### src/rtl/fetch_pkg.sv
// Shared definitions for the instruction prefetch queue: the bubble opcode and
// the buffered entry layout.
package fetch_pkg;

  localparam logic [31:0] NOP_INSTR = 32'hE1A0_0000;

  typedef struct packed {
    logic [31:0] instr;
    logic [31:0] pc;
  } fetch_entry_t;

endpackage

### src/rtl/fetch_fifo.sv
// In-order buffer of fetched instructions. It has a synchronous clear, and its
// pointers and count use an asynchronous active-low reset.
module fetch_fifo
  import fetch_pkg::*;
#(
  parameter int DEPTH = 4,
  localparam int PW = $clog2(DEPTH),
  localparam int CW = $clog2(DEPTH + 1)
) (
  input  logic         clk,
  input  logic         rst_n,
  input  logic         push,
  input  fetch_entry_t push_data,
  input  logic         pop,
  input  logic         clear,
  output fetch_entry_t head,
  output logic [CW-1:0] count
);

  fetch_entry_t  mem_q [DEPTH];
  logic [PW-1:0] rd_ptr_q, rd_ptr_d;
  logic [PW-1:0] wr_ptr_q, wr_ptr_d;
  logic [CW-1:0] count_q, count_d;
  logic          do_push, do_pop;

  always_comb begin
    do_push  = push && !clear;
    do_pop   = pop && !clear && (count_q != '0);
    rd_ptr_d = rd_ptr_q;
    wr_ptr_d = wr_ptr_q;
    count_d  = count_q;
    if (clear) begin
      rd_ptr_d = '0;
      wr_ptr_d = '0;
      count_d  = '0;
    end else begin
      if (do_push) wr_ptr_d = wr_ptr_q + PW'(1);
      if (do_pop)  rd_ptr_d = rd_ptr_q + PW'(1);
      case ({do_push, do_pop})
        2'b10:   count_d = count_q + CW'(1);
        2'b01:   count_d = count_q - CW'(1);
        default: count_d = count_q;
      endcase
    end
  end

  always_ff @(posedge clk or negedge rst_n) begin
    if (!rst_n) begin
      rd_ptr_q <= '0;
      wr_ptr_q <= '0;
      count_q  <= '0;
    end else begin
      rd_ptr_q <= rd_ptr_d;
      wr_ptr_q <= wr_ptr_d;
      count_q  <= count_d;
    end
  end

  // Storage carries no reset; count alone says which slots are meaningful.
  always_ff @(posedge clk) begin
    if (do_push) mem_q[wr_ptr_q] <= push_data;
  end

  assign head  = mem_q[rd_ptr_q];
  assign count = count_q;

  overflow_chk: assert property (@(posedge clk) disable iff (!rst_n)
    !(push && !clear && (count_q == CW'(DEPTH))));

endmodule

### src/rtl/fetch_prefetch_queue.sv
// Instruction prefetch queue: it issues sequential fetches under a credit limit,
// buffers the responses in order, and presents the head to Fetch. A redirect
// flushes the buffered entries and drops the stale responses.
module fetch_prefetch_queue
  import fetch_pkg::*;
#(
  parameter int          DEPTH    = 4,
  parameter logic [31:0] RESET_PC = 32'h0000_0000
) (
  input  logic        clk,
  input  logic        reset,
  output logic        mem_req_valid,
  input  logic        mem_req_ready,
  output logic [31:0] mem_req_addr,
  input  logic        mem_rsp_valid,
  input  logic [31:0] mem_rsp_data,
  output logic [31:0] InstrF,
  output logic [31:0] PCF,
  output logic        InstrValidF,
  input  logic        StallF,
  input  logic        redirect,
  input  logic [31:0] redirect_pc
);

  localparam int          CW      = $clog2(DEPTH + 1);
  localparam logic [CW:0] CREDITS = (CW + 1)'(DEPTH);

  logic [31:0]   req_pc_q, req_pc_d;
  logic [31:0]   rsp_pc_q, rsp_pc_d;
  logic [CW-1:0] outstanding_q, outstanding_d;
  logic [CW-1:0] discard_q, discard_d;
  logic [CW-1:0] fifo_count;
  logic [CW:0]   credits_used;
  logic [31:0]   redirect_base;
  logic          accept, keep, pop;
  fetch_entry_t  head, push_entry;

  always_comb begin
    redirect_base = {redirect_pc[31:2], 2'b00};
    credits_used  = {1'b0, outstanding_q} + {1'b0, fifo_count};
    // Gating on reset keeps the port quiet while reset is held.
    mem_req_valid = reset && !redirect && (credits_used < CREDITS);
    mem_req_addr  = req_pc_q;
    accept        = mem_req_valid && mem_req_ready;
    keep          = mem_rsp_valid && !redirect && (discard_q == '0);

    InstrValidF = (fifo_count != '0);
    pop         = InstrValidF && !StallF && !redirect;
    InstrF      = InstrValidF ? head.instr : NOP_INSTR;
    PCF         = InstrValidF ? head.pc : rsp_pc_q;

    push_entry.instr = mem_rsp_data;
    push_entry.pc    = rsp_pc_q;

    req_pc_d      = req_pc_q;
    rsp_pc_d      = rsp_pc_q;
    discard_d     = discard_q;
    outstanding_d = outstanding_q + CW'(accept) - CW'(mem_rsp_valid);
    if (redirect) begin
      req_pc_d  = redirect_base;
      rsp_pc_d  = redirect_base;
      discard_d = outstanding_q - CW'(mem_rsp_valid);
    end else begin
      if (accept) req_pc_d = req_pc_q + 32'd4;
      if (keep)   rsp_pc_d = rsp_pc_q + 32'd4;
      if (mem_rsp_valid && (discard_q != '0)) discard_d = discard_q - CW'(1);
    end
  end

  always_ff @(posedge clk or negedge reset) begin
    if (!reset) begin
      req_pc_q      <= RESET_PC;
      rsp_pc_q      <= RESET_PC;
      outstanding_q <= '0;
      discard_q     <= '0;
    end else begin
      req_pc_q      <= req_pc_d;
      rsp_pc_q      <= rsp_pc_d;
      outstanding_q <= outstanding_d;
      discard_q     <= discard_d;
    end
  end

  fetch_fifo #(.DEPTH(DEPTH)) u_fifo (
    .clk       (clk),
    .rst_n     (reset),
    .push      (keep),
    .push_data (push_entry),
    .pop       (pop),
    .clear     (redirect),
    .head      (head),
    .count     (fifo_count)
  );

endmodule

### config.mk
export PLATFORM = sky130hd
export DESIGN_NAME = fetch_prefetch_queue
export DESIGN_NICKNAME = d
export VERILOG_FILES = /design/src/rtl/fetch_pkg.sv /design/src/rtl/fetch_fifo.sv /design/src/rtl/fetch_prefetch_queue.sv
export SDC_FILE = /design/constraint.sdc
export NUM_CORES = 1
export LEC_CHECK = 0
export BUFFER_PORTS_ARGS = -buffer_cell sky130_fd_sc_hd__buf_2
export CORE_ASPECT_RATIO = 0.6
export CORE_UTILIZATION = 55
export DETAILED_ROUTE_END_ITERATION = 7
export HOLD_SLACK_MARGIN = 0.12
export PLACE_DENSITY_LB_ADDON = 0.1
export SLEW_MARGIN = 20
export SYNTH_ARGS = -nofsm -noshare
export SYNTH_HDL_FRONTEND = slang
export SYNTH_SLANG_ARGS = --single-unit
### constraint.sdc
create_clock -name clk -period 5.2 [get_ports clk]
set_input_delay 0.26 -clock clk [delete_from_list [all_inputs] [get_ports clk]]
set_output_delay 0.26 -clock clk [all_outputs]
set_load 0.1 [all_outputs]
==> results_dict.tcl, run 1 <==
set metrics [dict create \
    core_area_sq_um 24200 \
    clkTransAtPathRegs_ns 0.06 \
    htreeDepth 1 \
    dieArea_sq_um 25400 \
    maxSlewViolCount 0 \
    end_kind "output port" \
    grt_pass1_wl_um 44000 \
    worstPathCellList "buf_4 -> mux4_2 -> mux2_2 -> buf_2" \
    crit_arrival_ns 3.08 \
    criticalPathCategory "flip-flop to output port" \
    regArea_sq_um 9280 \
    final_nets 1165 \
    ys_warn_count 0 \
    fin_crit_sh 0.642 \
    grt_max_degree 63 \
    cts_buffers 29 \
    fin_worst_skew_ns 0.0206 \
    synth_seq_cells 321 \
    start_util 0.563 \
    max_slew_margin 0.362 \
    rsz0062_at_grt "no" \
    power.density_nw_per_um2 598 \
    dp_slack_ns 2.09 \
    synth.avg_cell_area_sq_um 16.1 \
    wire_per_inst_um 20.1 \
    synth_fa_ha_area_frac 0.0158 \
    fp-row-count 44 \
    synth_xor_area_frac 0.0296 \
    cts_root_buf "clkbuf_16" \
    synth_top_family_by_area "multiplexers" \
    grt_antenna_before_repair 0 \
    io_buffers 161 \
    ant_nets 0 \
    multiInputGateArea_sq_um 4110 \
    vias_per_cell 5.72 \
    fin_ws_ns 1.86 \
    drt_iter0_markers 680 \
    status "finished clean" \
    reg2reg_setup_slack_ns 2.04 \
    area_growth_syn_to_layout_pct 20.0 \
    gr-total-overflow 0 \
    r2r_start "outstanding_q[2]" \
    drive_above_1_share 0.304 \
    crit_fanout 37 \
    fillers 1726 \
    grt.total_usage 0.230 \
    cts_tree "yes" \
    routabilityCongestion 0.836 \
    syn_area_sq_um 13600 \
    layout_commonest_cell "edfxtp_1" \
    peakVddDrop_mv 0.750 \
    async_flop_share 0.227 \
    synthCells 845 \
    post_cts_buffers 0 \
    wirelength_um 28600 \
    worst_path_max_delay_cell "dfrtp_4" \
    drc 0 \
    ys_seq_area_frac 0.681 \
    setup_tns_ns 0 \
    critPathMaxStageDelay_ns 0.91 \
    dp_hpwl_um 17500 \
    whs_ns 0.172 \
    via_count 8139 \
    synth_flop_cell "edfxtp_1" \
    clock_latency_ns 0.55 \
    cts_sinks 321 \
    r2r_end "mem_req_addr[26]" \
    instances_no_fill 1423 \
    synth_mux_area_frac 0.135 \
    finalHoldViolCount 0 \
    start_kind "flip-flop" \
    dp.cells 1304 \
    hold_class "input port to async pin" \
    final_util 0.675 \
    synth-simple-area-share 0.0835 \
    synth_compound_area_frac 0.0366 \
    cts_max_path_buffers 3 \
    fmax_ghz 0.300 \
    required_ns 4.94 \
    grt_pass1_vias 7813 \
    leakage_nw 5.84 \
    worst_pin_slew_ns 0.957 \
    fp.dieH_um 124 \
    r2r_cells 8 \
    detail_route.first_pass.iterations 4 \
    synth.distinct_cells 47 \
    die_w_um 205 \
    n_antenna_cell 0 \
    io_pins 168 \
    maxCapViolCount 0 \
    synth_enable_flop_cells 248 \
    layout_common_cells "edfxtp_1 (248), buf_2 (160), dfrtp_1 (71), dlygate4sd3_1 (66), mux4_2 (62)" \
    min_period_ns 3.34 \
    setup_viol 0 \
]
how the worst max path moves through the flow:
stage	startpoint	end	slack, ns	depth (start not counted)
after floorplan	discard_q[0]	u_fifo.mem_q[0][10]	1.95	6
final	u_fifo.rd_ptr_q[0]	PCF[31]	1.86	4
after global routing	u_fifo.rd_ptr_q[0]	PCF[24]	1.66	4
after CTS	u_fifo.rd_ptr_q[0]	PCF[31]	1.75	4
after global placement	outstanding_q[2]	mem_req_addr[28]	2.13	8
after detailed placement	outstanding_q[2]	mem_req_addr[26]	2.09	8
layout make-up:
class                      instances  area share
timing repair buffer             243      0.0971
tap                              322      0.0246
inverter                          22     0.00505
sequential                       321       0.567
clock buffer                      41      0.0490
clock inverter                    12     0.00551
multi-input combinational        462       0.251
repair_timing:
action / 4_1_cts / 5_1_grt
hold endpoints to repair: 217 / 0
hold buffers: 66 / 0
resized for setup: 0 / 0
cell usage after synthesis (10+ instances only):
library cell,number,share of area
edfxtp_1,248,0.55
dfrtp_1,73,0.13
o21ai_0,30,0.011
nor3_1,10,0.0037
xnor2_1,29,0.019
inv_1,20,0.0055
nor2b_1,26,0.012
ha_1,14,0.013
xor2_1,17,0.011
nand2_1,54,0.015
clkbuf_1,28,0.0077
buf_1,10,0.0028
nand4_1,21,0.0096
mux4_2,62,0.10
nand3_1,30,0.011
mux2_2,37,0.031
o211ai_1,14,0.0077
nor2_1,25,0.0069
nor4_1,13,0.0060
report_power, final:
group / total, W / internal, W / switching (W)
combinational: 0.00457 / 0.00104 / 0.00353
clock: 0.00203 / 0.00112 / 0.000905
sequential: 0.00318 / 0.00294 / 0.000242
total: 0.00978 / 0.00510 / 0.00468
registers in the layout, summed over array words and instances, names as in the netlist:
signal and count:
u_fifo.rd_ptr_q 2, u_fifo.wr_ptr_q 2, outstanding_q 3, discard_q 3
rsp_pc_q 30, u_fifo.mem_q 248, mem_req_addr 30, u_fifo.count 3
metal layers:
layer  track usage  vias to the layer above  wire [um]
met1         0.355                     4098      13500
met2         0.339                      264      13000
met3        0.0479                       28       1750
met4        0.0486                        0        408
li1              -                     3749          -
met5             0                        -          0
kinds of logic after synthesis:
kind of cell | after synthesis
multiplexers | 101
AND/OR/NAND/NOR | 216
XOR/XNOR | 46
buffers and inverters | 65
adder cells (fa/ha/maj) | 16
AO/OA/AOI/OAI | 79
flip-flops | 321
other | 1
per-stage QoR:
step | cell area [sq um] | total power, W
floorplan | 13600 | 0.00704
global placement | 14800 | 0.00779
detailed placement | 14800 | 0.00780
CTS | 16400 | 0.00986
global route | 16400 | 0.0101
finish | 16400 | 0.00978
critical path, delay by kind of cell, from the launching register on:
family	cells	cell delay [ns]
buffers and inverters	2	0.74
multiplexers	2	0.84
flip-flops	1	0.91
Power figures use the tool's default switching activity.
==> inputs of run 2 (changes only) <==
clock period = 3.3 ns   (was 5.2 ns; I/O delays follow)
==> run 2 against run 1 <==
Net effect: combinational power grew 60%; setup slack lost 1.6 ns; routed wire length grew 1.7%; final area grew 1.3%; sequential share of layout area shrank 0.74 points; non-clock buffer count grew 6; flip-flop and latch count is the same; critical path depth is the same; clock power grew 69%; critical endpoint is now PCF[27]; largest power group unchanged.
==> results_dict.tcl, run 2 (synthesis results as in run 1) <==
set metrics [dict create \
    status "finished clean" \
    end_kind "output port" \
    max_slew_margin 0.494 \
    critPathMaxStageDelay_ns 0.81 \
    finalHoldViolCount 0 \
    area_growth_syn_to_layout_pct 21.6 \
    clkTransAtPathRegs_ns 0.07 \
    fillers 1741 \
    whs_ns 0.262 \
    io_buffers 161 \
    crit_fanout 29 \
    final_util 0.684 \
    top_register "u_fifo.mem_q" \
    worstPathCellList "buf_4 -> mux4_2 -> mux2_2 -> buf_2" \
    power_frac_seq 0.317 \
    maxSlewViolCount 0 \
    start_kind "flip-flop" \
    post_cts_resize_count 0 \
    r2r_cells 7 \
    regArea_sq_um 9280 \
    r2r_end "mem_req_addr[28]" \
    cts_sinks 321 \
    cts_buffers 29 \
    final_nets 1171 \
    criticalPathCategory "flip-flop to output port" \
    start_util 0.563 \
    cts_hold_buffers 65 \
    cts_max_path_buffers 3 \
    crit_arrival_ns 2.83 \
    gr-total-overflow 0 \
    min_period_ns 2.99 \
    dieArea_sq_um 25400 \
    worst_path_max_delay_cell "dfrtp_4" \
    n_antenna_cell 0 \
    setup_viol 0 \
    vias_per_cell 5.76 \
    drt_iter0_markers 663 \
    dp.cells 1311 \
    p_int_w 0.00833 \
    maxCapViolCount 0 \
    wire_per_inst_um 20.4 \
    power.switching_w 0.00740 \
    htreeDepth 1 \
    clock_latency_ns 0.55 \
    grt_pass1_vias 7612 \
    rsz0062_at_grt "no" \
    wirelength_um 29100 \
    leakage_nw 5.94 \
    worst_pin_slew_ns 0.756 \
    peakVddDrop_mv 1.33 \
    required_ns 3.13 \
    p_comb_frac 0.465 \
    core_area_sq_um 24200 \
    drc 0 \
    ant_nets 0 \
    switching_share 0.470 \
    layout_commonest_cell "edfxtp_1" \
    critPathLaunch "u_fifo.rd_ptr_q[0]" \
    setup_tns_ns 0 \
    fmax_ghz 0.334 \
    drive_above_1_share 0.312 \
    fp-row-count 44 \
    fin_crit_sh 0.907 \
    grt_antenna_before_repair 1 \
    instances_no_fill 1428 \
    layout_common_cells "edfxtp_1 (248), buf_2 (160), dfrtp_1 (71), dlygate4sd3_1 (65), mux4_2 (62)" \
    hold_class "input port to flip-flop" \
    grt.total_usage 0.232 \
    via_count 8229 \
    r2r_start "outstanding_q[2]" \
    cts_root_buf "clkbuf_16" \
    routabilityCongestion 0.820 \
    io_pins 168 \
    grt_max_degree 66 \
    endpoint "PCF[27]" \
    power.density_nw_per_um2 949 \
    reg2reg_setup_slack_ns 0.44 \
    detail_route.first_pass.iterations 5 \
    fp.dieH_um 124 \
    dp_hpwl_um 17800 \
    largest_reg_flops 248 \
    multiInputGateArea_sq_um 4110 \
    grt_pass1_wl_um 44300 \
    die_w_um 205 \
    post_cts_buffers 0 \
    fin_worst_skew_ns 0.0118 \
    p_clk_frac 0.218 \
    cts_tree "yes" \
]
[run 2: worst max-delay path, delay by kind of cell, from the launching register on]
kind / cells / cell delay (ns)
buffers and inverters: 2 / 0.63
flip-flops: 1 / 0.81
multiplexers: 2 / 0.80
[run 2: through the flow]
step	worst slack [ns]	area, sq um	power, W
finish	0.306	16600	0.0157
global route	0.152	16600	0.0163
CTS	0.230	16600	0.0158
detailed placement	0.489	15000	0.0124
global placement	0.536	15000	0.0123
floorplan	0.0456	13600	0.0111
[run 2: power groups by stage]
stage | logic (W) | clock network, W | registers (W)
global placement | 0.00728 | 0 | 0.00507
floorplan | 0.00586 | 0 | 0.00523
finish | 0.00731 | 0.00343 | 0.00498
global route | 0.00761 | 0.00364 | 0.00504
CTS | 0.00737 | 0.00348 | 0.00499
detailed placement | 0.00728 | 0 | 0.00507
[run 2: worst min path at each step]
stage	start	end	depth (start not counted)
floorplan	reset	discard_q[0]	0
global placement	reset	mem_req_addr[19]	2
detailed placement	reset	mem_req_addr[19]	2
CTS	reset	outstanding_q[1]	3
global route	redirect	u_fifo.count[2]	3
finish	redirect	u_fifo.count[1]	3
[run 2: layout make-up]
cell class / instances / share of cell area
flip-flops and latches: 321 / 0.560
clock inverters: 20 / 0.0137
well taps: 322 / 0.0243
inverters: 22 / 0.00498
repair buffers: 249 / 0.104
clock buffers: 32 / 0.0445
multi-input cells: 462 / 0.248
[run 2: per-layer routing]
metal	part of all wire	GRT usage	vias to the layer above	routed length [um]
li1	-	-	3749	-
met1	0.47	0.373	4143	13800
met2	0.45	0.334	300	13100
met3	0.064	0.0432	37	1860
met4	0.014	0.0426	0	403
met5	0	0	-	0
